$ cat src/rtl/sprite_cmd_scheduler.sv
// -----------------------------------------------------------------------------
// sprite_cmd_scheduler
//
// Queues CPU command words written over an Avalon slave port and replays them
// one per clock on the shared sprite-component command bus. Update words are
// steered into the back buffer. A commit word blocks the queue until vertical
// blank, where a single buffer-swap word is broadcast and the front buffer
// flips, so components only change ping-pong state between frames.
//
// Ports
//   clk, reset       : system clock, asynchronous active-high reset
//   chipselect       : Avalon slave select
//   write, read      : Avalon strobes, qualified by chipselect
//   address          : 0 = command FIFO, 1 = control/status
//   writedata        : Avalon write data
//   readdata         : status word (combinational) on a read of address 1, else 0
//   hcount, vcount   : pixel column / line from the VGA timing generator
//   comp_writedata   : registered command word to all components, 0 = no-op
//   front_buffer     : buffer currently being scanned out
//   swap_done        : one-cycle pulse while the swap word is on comp_writedata
// -----------------------------------------------------------------------------
module sprite_cmd_scheduler #(
  parameter int unsigned FIFO_DEPTH  = 16,
  parameter logic [9:0]  VBLANK_LINE = 10'd480
) (
  input  logic        clk,
  input  logic        reset,
  input  logic        chipselect,
  input  logic        write,
  input  logic        read,
  input  logic        address,
  input  logic [31:0] writedata,
  output logic [31:0] readdata,
  input  logic [9:0]  hcount,
  input  logic [9:0]  vcount,
  output logic [31:0] comp_writedata,
  output logic        front_buffer,
  output logic        swap_done
);

  localparam int unsigned AW = (FIFO_DEPTH > 1) ? $clog2(FIFO_DEPTH) : 1;
  localparam int unsigned CW = AW + 1;
  localparam int unsigned DW = 32;

  localparam logic [3:0]    INFO_UPDATE  = 4'h1;
  localparam logic [3:0]    INFO_COMMIT  = 4'hF;
  localparam logic [DW-1:0] BUF_SEL_MASK = 32'h0000_2000;

  typedef enum logic [1:0] {
    ST_DRAIN   = 2'd0,
    ST_WAIT_VB = 2'd1,
    ST_SWAP    = 2'd2
  } state_t;

  // ---------------------------------------------------------------------------
  // Registers
  // ---------------------------------------------------------------------------
  state_t          r_state;
  logic [DW-1:0]   r_mem [FIFO_DEPTH];
  logic [AW-1:0]   r_wr_ptr;
  logic [AW-1:0]   r_rd_ptr;
  logic [CW-1:0]   r_count;
  logic            r_overflow;
  logic [DW-1:0]   r_comp_wd;
  logic            r_swap_done;
  logic            r_front;

  // ---------------------------------------------------------------------------
  // Combinational signals
  // ---------------------------------------------------------------------------
  logic            w_push_req;
  logic            w_ctrl_wr;
  logic            w_status_rd;
  logic            w_full;
  logic            w_push;
  logic            w_pop;
  logic [DW-1:0]   w_head;
  logic [3:0]      w_head_info;
  logic            w_vblank;
  state_t          w_state_next;
  logic [DW-1:0]   w_comp_next;
  logic            w_swap_next;
  logic            w_front_next;
  logic [4:0]      w_count_sat;

  // Avalon decode
  assign w_push_req  = chipselect & write & ~address;
  assign w_ctrl_wr   = chipselect & write &  address;
  assign w_status_rd = chipselect & read  &  address;

  assign w_full      = (r_count == CW'(FIFO_DEPTH));
  assign w_head      = r_mem[r_rd_ptr];
  assign w_head_info = w_head[20:17];
  assign w_vblank    = (vcount == VBLANK_LINE) && (hcount == 10'd0);

  // A full FIFO still takes a push when the same cycle frees a slot
  assign w_push = w_push_req & (~w_full | w_pop);

  // ---------------------------------------------------------------------------
  // FSM state register
  // ---------------------------------------------------------------------------
  always_ff @(posedge clk or posedge reset) begin
    if (reset) begin
      r_state <= ST_DRAIN;
    end else begin
      r_state <= w_state_next;
    end
  end

  // ---------------------------------------------------------------------------
  // FSM next-state, pop control and next bus word
  // ---------------------------------------------------------------------------
  always_comb begin
    w_state_next = r_state;
    w_pop        = 1'b0;
    w_comp_next  = '0;
    w_swap_next  = 1'b0;
    w_front_next = r_front;

    case (r_state)
      ST_DRAIN: begin
        // Pop looks only at the registered count, so a same-cycle push into
        // an empty FIFO is not visible until the next cycle
        if (r_count != CW'(0)) begin
          w_pop = 1'b1;
          if (w_head_info == INFO_UPDATE) begin
            // Redirect the update into the back buffer
            w_comp_next = (w_head & ~BUF_SEL_MASK) |
                          (r_front ? '0 : BUF_SEL_MASK);
          end else if (w_head_info == INFO_COMMIT) begin
            w_state_next = ST_WAIT_VB;
          end
        end
      end

      ST_WAIT_VB: begin
        if (w_vblank) begin
          w_state_next = ST_SWAP;
          w_swap_next  = 1'b1;
          w_comp_next  = {6'h0, 5'h0, INFO_COMMIT, 3'h0, ~r_front, 13'h0};
        end
      end

      ST_SWAP: begin
        // Swap word is on the bus this cycle; flip as it leaves
        w_front_next = ~r_front;
        w_state_next = ST_DRAIN;
      end

      default: begin
        w_state_next = ST_DRAIN;
      end
    endcase
  end

  // ---------------------------------------------------------------------------
  // Output registers
  // ---------------------------------------------------------------------------
  always_ff @(posedge clk or posedge reset) begin
    if (reset) begin
      r_comp_wd   <= '0;
      r_swap_done <= 1'b0;
      r_front     <= 1'b0;
    end else begin
      r_comp_wd   <= w_comp_next;
      r_swap_done <= w_swap_next;
      r_front     <= w_front_next;
    end
  end

  assign comp_writedata = r_comp_wd;
  assign swap_done      = r_swap_done;
  assign front_buffer   = r_front;

  // ---------------------------------------------------------------------------
  // FIFO storage (no reset needed: validity is tracked by the pointers)
  // ---------------------------------------------------------------------------
  always_ff @(posedge clk) begin
    if (w_push) begin
      r_mem[r_wr_ptr] <= writedata;
    end
  end

  // FIFO pointers and occupancy; pointers wrap naturally
  always_ff @(posedge clk or posedge reset) begin
    if (reset) begin
      r_wr_ptr <= '0;
      r_rd_ptr <= '0;
      r_count  <= '0;
    end else begin
      if (w_push) begin
        r_wr_ptr <= r_wr_ptr + AW'(1);
      end
      if (w_pop) begin
        r_rd_ptr <= r_rd_ptr + AW'(1);
      end
      case ({w_push, w_pop})
        2'b10:   r_count <= r_count + CW'(1);
        2'b01:   r_count <= r_count - CW'(1);
        default: r_count <= r_count;
      endcase
    end
  end

  // Sticky overflow: set on a dropped push, cleared by control write bit 0
  always_ff @(posedge clk or posedge reset) begin
    if (reset) begin
      r_overflow <= 1'b0;
    end else if (w_ctrl_wr && writedata[0]) begin
      r_overflow <= 1'b0;
    end else if (w_push_req && !w_push) begin
      r_overflow <= 1'b1;
    end
  end

  // ---------------------------------------------------------------------------
  // Status readback
  // ---------------------------------------------------------------------------
  always_comb begin
    if (32'(r_count) > 32'd31) begin
      w_count_sat = 5'd31;
    end else begin
      w_count_sat = 5'(r_count);
    end
  end

  assign readdata = w_status_rd ?
                    {21'h0, (r_state == ST_WAIT_VB), r_overflow, r_front,
                     3'h0, w_count_sat} :
                    32'h0;

endmodule

$ cat config.mk
export PLATFORM = sky130hd
export DESIGN_NAME = sprite_cmd_scheduler
export DESIGN_NICKNAME = d
export VERILOG_FILES = /design/src/rtl/sprite_cmd_scheduler.sv
export SDC_FILE = /design/constraint.sdc
export NUM_CORES = 1
export LEC_CHECK = 0
export BUFFER_PORTS_ARGS = -buffer_cell sky130_fd_sc_hd__buf_2
export CAP_MARGIN = 0
export CELL_PAD_IN_SITES_DETAIL_PLACEMENT = 0
export CELL_PAD_IN_SITES_GLOBAL_PLACEMENT = 1
export CORE_MARGIN = 1.5
export CORE_UTILIZATION = 35
export DETAILED_ROUTE_END_ITERATION = 6
export GPL_ROUTABILITY_DRIVEN = 0
export PLACE_DENSITY = 0.64
export SYNTH_ARGS = -nofsm -noshare
export SYNTH_HDL_FRONTEND = slang
export SYNTH_SLANG_ARGS = --single-unit
$ cat constraint.sdc
create_clock -name clk -period 3.72 [get_ports clk]
set_input_delay 0.558 -clock clk [delete_from_list [all_inputs] [get_ports clk]]
set_output_delay 0.558 -clock clk [all_outputs]
set_load 0.02 [all_outputs]
==> run_results.csv, run 1 <==
group,metric,value,unit
power,leakagePower,0.00808,uW
layout,areaGrowthSynthToFinish,14.6,%
layout,num_antenna_cells,0,
clocking,cts-buffers-inserted,57,
synth,synth.distinct_cells,42,
clocking,h-tree-depth,2,
place,io_buffers,98,
worst_setup_path,crit_path_end_kind,"register",
synth,ys.flop_type,"edfxtp_1",
clocking,cts_resized,0,
synth,yosysWarnings,0,
die,io_pins,124,
global_route,grt_pass1_vias,10300,
synth,syn_area,21400,um2
synth,syn-instance-count,935,
timing,setup_violations,0,
clocking,cts.clk_slew.worst_paths,60,ps
detailed_routing,vias,9760,
clocking,clock_latency,620,ps
clocking,clk_path_buf_depth,3,
clocking,root_buffer,"clkbuf_16",
layout,drive_gt1_share,32.5,%
detailed_routing,post-route-drc-count,0,
timing,fin_tns_setup,0,ps
timing,max_slew_margin,37.7,%
place,dp_slack,634,ps
worst_setup_path,cp-start-kind,"register",
global_route,grt_max_degree,48,
worst_hold_path,hold_path.class,"in -> async",
synth,syn_avg_cell_area,22.9,um2
worst_setup_path,critPathKind,"reg -> reg",
synth,synth_edf_count,496,
worst_setup_path,cp_max_fo,5,
synth,ys_seq_area_share,75.4,%
power,finalPower,12800,uW
worst_setup_path,path_cells,"or4_1, o21ai_1, nor2_1, fa_1, a21o_1, a21oi_1, nor3_1, a31oi_1, a21oi_1, o21ai_1",
power,p_per_area,521,nW/um2
clocking,clock-sinks,546,
detailed_routing,drtIter0Drc,727,
die,dieArea,62700,um2
layout,fin_util,40.7,%
place,hpwl,25400,um
timing,timing.final.ws_setup,640,ps
place,placed_area,22800,um2
worst_setup_path,rr_worst_depth,10,
detailed_routing,wl_per_cell,23.9,um
clocking,hold_buffers,0,
global_route,antenna_found_initial,6,
detailed_routing,drtPass1Iterations,4,
detailed_routing,postRouteAntennaNets,0,
timing,rsz0062_at_grt,"no",
layout,final_cell_area,24500,um2
global_route,grt_pass1_wl,67800,um
synth,ys_ff_latch,546,
die,core_area,60400,um2
global_route,track_usage,14.9,%
run,cap_violations,0,
timing,worst_pin_slew,935,ps
timing,period_needed,3080,ps
clocking,cts_tree,"done",
layout,fin_nets,1159,
die,start_util,35.5,%
die,die_h,250,um
die,rows,90,
worst_setup_path,crit_required,4240,ps
worst_setup_path,cpPeakStageDelay,640,ps
worst_setup_path,crit_slowest_cell,"or4_1",
timing,maxSlewViolCount,0,
power,peakVddDrop,0.294,mV
die,die_width,250,um
worst_setup_path,cp.arrival,3600,ps
detailed_routing,postRouteWirelength,46000,um
timing,fin_worst_skew,32.1,ps
outcome,status,"completed",
clocking,cts_setup_buffers,0,
synth,synthArstFlopShare,9.16,%
timing,hold_violations,0,
timing,fmax,325,MHz
detailed_routing,vias_per_cell,5.08,
global_route,overflow,0,
timing,post-route-period-util,82.8,%
-- layer usage --
metal | global-route usage [%] | vias to the layer above | part of all wire (%)
met1 | 20.9 | 5253 | 45
met4 | 4.02 | 8 | 2.0
met3 | 2.77 | 76 | 5.1
met2 | 23.8 | 246 | 48
met5 | 0 | - | 0.10
li1 | - | 4177 | -
-- Yosys cell counts, types with 2 or more instances --
cell,n,area [um2]
edfxtp_1,496,14900
mux4_2,114,2570
dfrtp_1,50,1250
mux4_1,33,867
buf_4,27,203
and2_1,23,144
buf_2,17,85.1
nor2b_1,16,100
nor2b_4,16,220
nand2_1,15,56.3
nand3_1,11,55.1
nor2_1,11,41.3
xnor2_1,9,78.8
ha_1,8,100
mux2i_1,8,80.1
nor3_1,8,40.0
a21oi_1,7,35.0
buf_12,7,140
o21ai_1,6,30.0
a22oi_1,5,37.5
and3_1,4,25.0
buf_6,4,45.0
buf_8,4,60.1
inv_1,4,15.0
nand4_1,4,25.0
a21o_1,3,22.5
clkbuf_1,3,11.3
nand2b_1,3,18.8
a31oi_1,2,12.5
mux2_1,2,22.5
nor3b_1,2,15.0
nor4_1,2,12.5
nor4b_1,2,17.5
-- final cells by class --
type	count	area, um2
Clock buffer	72	1490
Sequential cell	546	16200
Tap cell	782	978
Multi-Input combinational cell	344	4810
Clock inverter	35	243
Inverter	4	15.0
Timing Repair Buffer	139	848
Fill cell	5287	35800
-- final timing paths --
path,startpoint,end,slack (ps)
setup / recovery,r_count[1],r_count[4],640
hold / removal,reset,comp_writedata[5],110
setup reg to reg,r_count[1],r_count[4],640
hold reg to reg,front_buffer,comp_writedata[13],510
max in group asynchronous,reset,r_rd_ptr[1],2690
min in group clk,address,r_overflow,190
-- worst max-delay path: cells and delay by family, from the launching register on --
kind,cells,cell delay (ps)
and+or+nand+nor,3,950
AOI/OAI and AO/OA,6,1180
adders and majority gates,1,440
DFF,1,440
-- cells by family (layout without fill, tap and decap cells) --
family / count (synthesis) / count (layout) / synth area share, %
xor+xnor: 10 / 10 / 0.409
buf+inv: 68 / 250 / 2.69
compound gates: 24 / 24 / 0.678
flops: 546 / 546 / 75.4
mux: 157 / 157 / 16.5
simple gates: 120 / 120 / 3.71
other cells: 1 / 24 / 0.0175
fa+ha+maj: 9 / 9 / 0.561
-- registers in the layout, indices dropped and copies added (netlist names) --
signal and flops:
r_mem 496, r_rd_ptr 4, r_state 2, r_count 5, front_buffer 1, r_overflow 1
swap_done 1, comp_writedata 32, r_wr_ptr 4
-- metrics by stage --
stage	hold slack, ps	cells
after floorplan	467	958
after global placement	490	1815
after detailed placement	500	1815
after CTS	134	1922
after global routing	174	1922
final	107	1922
-- placed cells by master, fill, tap and decap left out, drive strengths merged, types with 15 or more instances in the layout --
cell type | netlist | layout
and2 | 23 | 23
buf | 59 | 139
clkbuf | 4 | 72
clkinv | 0 | 29
conb | 1 | 24
dfrtp | 50 | 50
edfxtp | 496 | 496
mux4 | 147 | 147
nand2 | 15 | 15
nor2b | 32 | 32
-- report_power, final --
group          total [uW]  switching (uW)  internal, uW
Sequential           6970            93.0          6880
Clock                5270            2350          2920
Combinational         542             346           196
Power figures use the tool's default switching activity.
==> run 2, diff against run 1 <==
clock period = 3.03 ns   (was 3.72 ns; I/O delays follow)
==> run 2 against run 1 <==
Net effect: core utilization is 0.26 points higher; largest cell class unchanged; critical path depth is the same; critical endpoint unchanged; hold slack got worse by 20 ps; worst setup slack got worse by 360 ps; global-route usage shrank 0.51 points; first-iteration DRC count decreased by 8.4%; register-to-register slack lost 360 ps; largest power group unchanged; design area rose by 0.64%; non-clock buffer count down 2; sequential share of layout area fell by 0.42 points; clock skew shrank 19 ps; critical path type unchanged; clock-buffer cell count increased by 17.
==> run_results.csv, run 2 (synthesis results as in run 1) <==
group,metric,value,unit
clocking,clk_path_buf_depth,3,
worst_setup_path,crit_path_end_kind,"register",
power,p_per_area,631,nW/um2
timing,hold_violations,0,
clocking,cts-buffers-inserted,54,
clocking,clock-sinks,546,
worst_setup_path,critPathKind,"reg -> reg",
clocking,root_buffer,"clkbuf_16",
timing,timing.final.ws_setup,284,ps
layout,drive_gt1_share,31.7,%
power,leakagePower,0.00808,uW
layout,largest_register,"r_mem",
die,die_h,250,um
clocking,cts_tree,"done",
layout,fillerInstances,5303,
outcome,status,"completed",
die,start_util,35.5,%
worst_setup_path,cp.arrival,3270,ps
global_route,track_usage,14.3,%
place,dp_slack,302,ps
worst_hold_path,hold_path.class,"in -> reg",
die,dieArea,62700,um2
detailed_routing,drtIter0Drc,666,
global_route,grt_pass1_wl,65900,um
global_route,grt_max_degree,51,
timing,worst_pin_slew,574,ps
timing,post-route-period-util,90.6,%
run,cap_violations,0,
power,peakVddDrop,0.439,mV
layout,fin_cells,1916,
detailed_routing,postRouteAntennaNets,0,
timing,maxSlewViolCount,0,
worst_hold_path,holdPathStages,2,
place,place_inst,1812,
layout,largest_reg_flops,496,
timing,holdWs,87.8,ps
clocking,cts.clk_slew.worst_paths,60,ps
layout,areaGrowthSynthToFinish,15.4,%
worst_setup_path,cp_max_fo,5,
detailed_routing,wl_per_cell,23.1,um
worst_setup_path,rr_worst_depth,10,
global_route,grt_pass1_vias,10200,
timing,rsz0062_at_grt,"no",
detailed_routing,postRouteWirelength,44200,um
clocking,h-tree-depth,2,
detailed_routing,vias_per_cell,4.96,
place,hpwl,24200,um
detailed_routing,post-route-drc-count,0,
die,rows,90,
timing,setup_violations,0,
timing,fin_tns_setup,0,ps
die,io_pins,124,
place,io_buffers,98,
global_route,overflow,0,
global_route,antenna_found_initial,3,
worst_setup_path,cp-start-kind,"register",
clocking,clock_latency,600,ps
detailed_routing,drtPass1Iterations,5,
detailed_routing,vias,9499,
timing,fmax,364,MHz
layout,fin_nets,1154,
die,die_width,250,um
timing,period_needed,2750,ps
layout,final_common_cell,"edfxtp_1",
timing,max_slew_margin,61.7,%
timing,fin_worst_skew,12.7,ps
layout,final_cell_mix,"edfxtp_1 (496), mux4_2 (114), buf_2 (98)",
die,core_area,60400,um2
worst_setup_path,crit_required,3550,ps
-- run 2: cell types whose count changed in the layout (fill, tap and decap cells not counted), sizes merged --
cell	previous run	this run
buf	139	136
clkbuf	72	89
clkinv	29	10
clkinvlp	3	0
diode	0	2
dlygate4sd3	0	1
inv	6	5
-- run 2: metal layers --
layer | wire [um] | global-route usage (%) | part of all wire [%] | vias to the layer above
li1 | - | - | - | 4156
met1 | 19400 | 19.6 | 44 | 5019
met2 | 21200 | 23.3 | 48 | 260
met3 | 2660 | 3.14 | 6.0 | 60
met4 | 911 | 3.74 | 2.1 | 4
met5 | 23 | 0 | 0.052 | -
-- run 2: worst paths after layout --
check	from	end	slack [ps]
max in group asynchronous	reset	r_rd_ptr[0]	1960
min	address	r_overflow	90
max reg2reg	r_count[1]	r_count[4]	280
min reg2reg	front_buffer	comp_writedata[13]	500
max	r_count[1]	r_count[4]	280
min in group asynchronous	reset	comp_writedata[31]	450
-- run 2: worst max-delay path, cell delays in order, from the launching register on --
cell	delay, ps
dfrtp_1	430
or4_1	620
o21ai_1	210
nor2_1	140
fa_1	410
a21o_1	170
a21oi_1	260
nor3_1	110
a31oi_1	160
a21oi_1	80
o21ai_1	70
-- run 2: report_power, final --
part | internal [uW] | switching, uW
Sequential | 8440 | 109
Clock | 3630 | 2740
Combinational | 253 | 416
Total | 12300 | 3260
-- run 2: final cells by class --
cell class	instances	area, um2	share of cell area, %
multi-input combinational	344	4810	19.5
clock inverter	12	114	0.461
sequential	546	16200	65.4
clock buffer	89	1570	6.37
antenna	2	5.00	0.0203
tap	782	978	3.96
inverter	4	15.0	0.0608
timing repair buffer	137	1050	4.25
-- run 2: what timing repair did --
item / in CTS / in global routing
buffers inserted: 0 / 0
hold endpoints to repair: 12 / 0
endpoints found under the setup margin: 0 / 0
hold buffers: 1 / 0
resized for setup: 0 / 0
-- run 2: per-stage QoR --
step	instance area, um2	util, %	total power (uW)
detailed placement	23000	38.1	9390
global placement	23000	38.1	9360
CTS	24700	40.9	15800
floorplan	21500	-	9080
finish	24700	40.9	15600
global route	24700	40.9	16200
==> run 3, diff against run 2 <==
clock period = 3.43 ns   (was 3.03 ns; I/O delays follow)
==> run 3 against run 2 <==
Net effect: design area fell by 0.74%; clock power fell by 12%; maximum frequency fell by 7.7%; critical path depth did not move; clock skew rose by 9.2 ps; combinational power fell by 12%; sequential power fell by 12%; critical path type unchanged.
==> run_results.csv, run 3 (synthesis results as in run 1) <==
group,metric,value,unit
global_route,grt_pass1_vias,9925,
clocking,h-tree-depth,2,
layout,fin_cells,1906,
die,die_width,250,um
detailed_routing,wl_per_cell,23.5,um
power,pwr-share-clk,40.7,%
power,internal_power,10800,uW
timing,maxSlewViolCount,0,
die,die_h,250,um
worst_setup_path,cp_max_fo,5,
worst_setup_path,worstSetupStartpoint,"r_count[1]",
detailed_routing,drtIter0Drc,632,
layout,final_cell_area,24500,um2
clocking,cts_tree,"done",
worst_setup_path,crit_required,3950,ps
power,power_switching,2940,uW
global_route,track_usage,14.5,%
worst_setup_path,crit_path_end_kind,"register",
clocking,cts-buffers-inserted,54,
die,io_pins,124,
worst_setup_path,cp.arrival,3490,ps
place,placed_area,22800,um2
clocking,clk_path_buf_depth,3,
power,finalPower,13700,uW
global_route,antenna_found_initial,3,
layout,multi_input_area,4810,um2
power,peakVddDrop,0.376,mV
layout,final_cell_mix,"edfxtp_1 (496), mux4_2 (114), buf_2 (98)",
layout,fin_util,40.6,%
layout,num_antenna_cells,0,
power,comb_power_share,4.3,%
global_route,grt_max_degree,70,
detailed_routing,vias_per_cell,4.99,
detailed_routing,vias,9515,
layout,register_area,16200,um2
die,core_area,60400,um2
timing,max_slew_margin,24.0,%
timing,fin_tns_setup,0,ps
worst_setup_path,timing.rr.start,"r_count[1]",
worst_setup_path,rr_worst_depth,10,
worst_hold_path,hold_path.class,"in -> reg",
timing,period_needed,2980,ps
timing,hold_violations,0,
clocking,clock-sinks,546,
place,hpwl,24400,um
detailed_routing,post-route-drc-count,0,
layout,fin_nets,1146,
detailed_routing,drtPass1Iterations,5,
worst_setup_path,endpoint,"r_count[4]",
die,dieArea,62700,um2
timing,post-route-period-util,86.7,%
worst_setup_path,critPathKind,"reg -> reg",
place,place_inst,1804,
layout,fillerInstances,5299,
layout,drive_gt1_share,31.7,%
power,leakagePower,0.00802,uW
detailed_routing,postRouteWirelength,44800,um
place,io_buffers,98,
global_route,grt_pass1_wl,66500,um
die,rows,90,
clocking,cts.clk_slew.worst_paths,60,ps
power,p_per_area,561,nW/um2
power,power_frac_seq,55.0,%
timing,worst_pin_slew,1140,ps
layout,largest_reg_flops,496,
worst_setup_path,reg2reg_to,"r_count[4]",
layout,largest_register,"r_mem",
clocking,root_buffer,"clkbuf_16",
timing,fin_worst_skew,21.9,ps
clocking,clock_latency,600,ps
timing,fmax,336,MHz
detailed_routing,postRouteAntennaNets,0,
outcome,status,"completed",
worst_setup_path,cp-start-kind,"register",
layout,final_common_cell,"edfxtp_1",
timing,setup_violations,0,
layout,areaGrowthSynthToFinish,14.5,%
run,cap_violations,0,
timing,rsz0062_at_grt,"no",
die,start_util,35.5,%
power,switching_share,21.4,%
global_route,overflow,0,
worst_setup_path,rrSetupSlack,450,ps
==> run 3: power groups by stage <==
stage	combinational (uW)	clock, uW	sequential, uW
detailed placement	599	0	7700
floorplan	355	0	7670
global placement	582	0	7690
CTS	603	5730	7560
finish	590	5600	7560
global route	656	5970	7580
==> run 3: worst min-delay path by stage <==
stage	start	endpoint	slack (ps)	cells past startpoint
after floorplan	r_overflow	r_overflow	470	2
after global placement	r_overflow	r_overflow	490	2
after detailed placement	front_buffer	comp_writedata[13]	490	1
after CTS	address	r_overflow	110	2
after global routing	address	r_overflow	140	2
final	address	r_overflow	150	2
==> run 3: layout make-up <==
class | instances | area share, %
Multi-Input combinational cell | 344 | 19.6
Tap cell | 782 | 3.99
Clock inverter | 25 | 0.786
Clock buffer | 76 | 5.97
Inverter | 4 | 0.0613
Timing Repair Buffer | 129 | 3.68
Sequential cell | 546 | 65.9
==> run 3: timing repair <==
item	4_1_cts	5_1_grt
gates resized for setup	0	0
endpoints found under the hold margin	13	0
hold buffers	1	0
buffers inserted	0	0
==> run 3: layer usage <==
metal  up-vias  part of all wire (%)  wire length, um  track usage [%]
li1       4152                     -                -                -
met1      5050                    45            20200             20.2
met2       251                    48            21600             23.4
met3        58                   4.7             2090             2.48
met4         4                   1.9              852             4.12
met5         -                 0.074               33                0
==> run 3: through the flow <==
step / setup slack [ps] / hold slack, ps
floorplan: 808 / 467
global placement: 440 / 489
detailed placement: 431 / 486
CTS: 413 / 111
global route: 204 / 135
finish: 455 / 154
==> run 3: worst max-delay path, stage by stage (launching register included) <==
cell	delay (ps)
dfrtp_1	430
or4_1	620
o21ai_1	380
nor2_1	200
fa_1	430
a21o_1	170
a21oi_1	270
nor3_1	100
a31oi_1	150
a21oi_1	80
o21ai_1	70
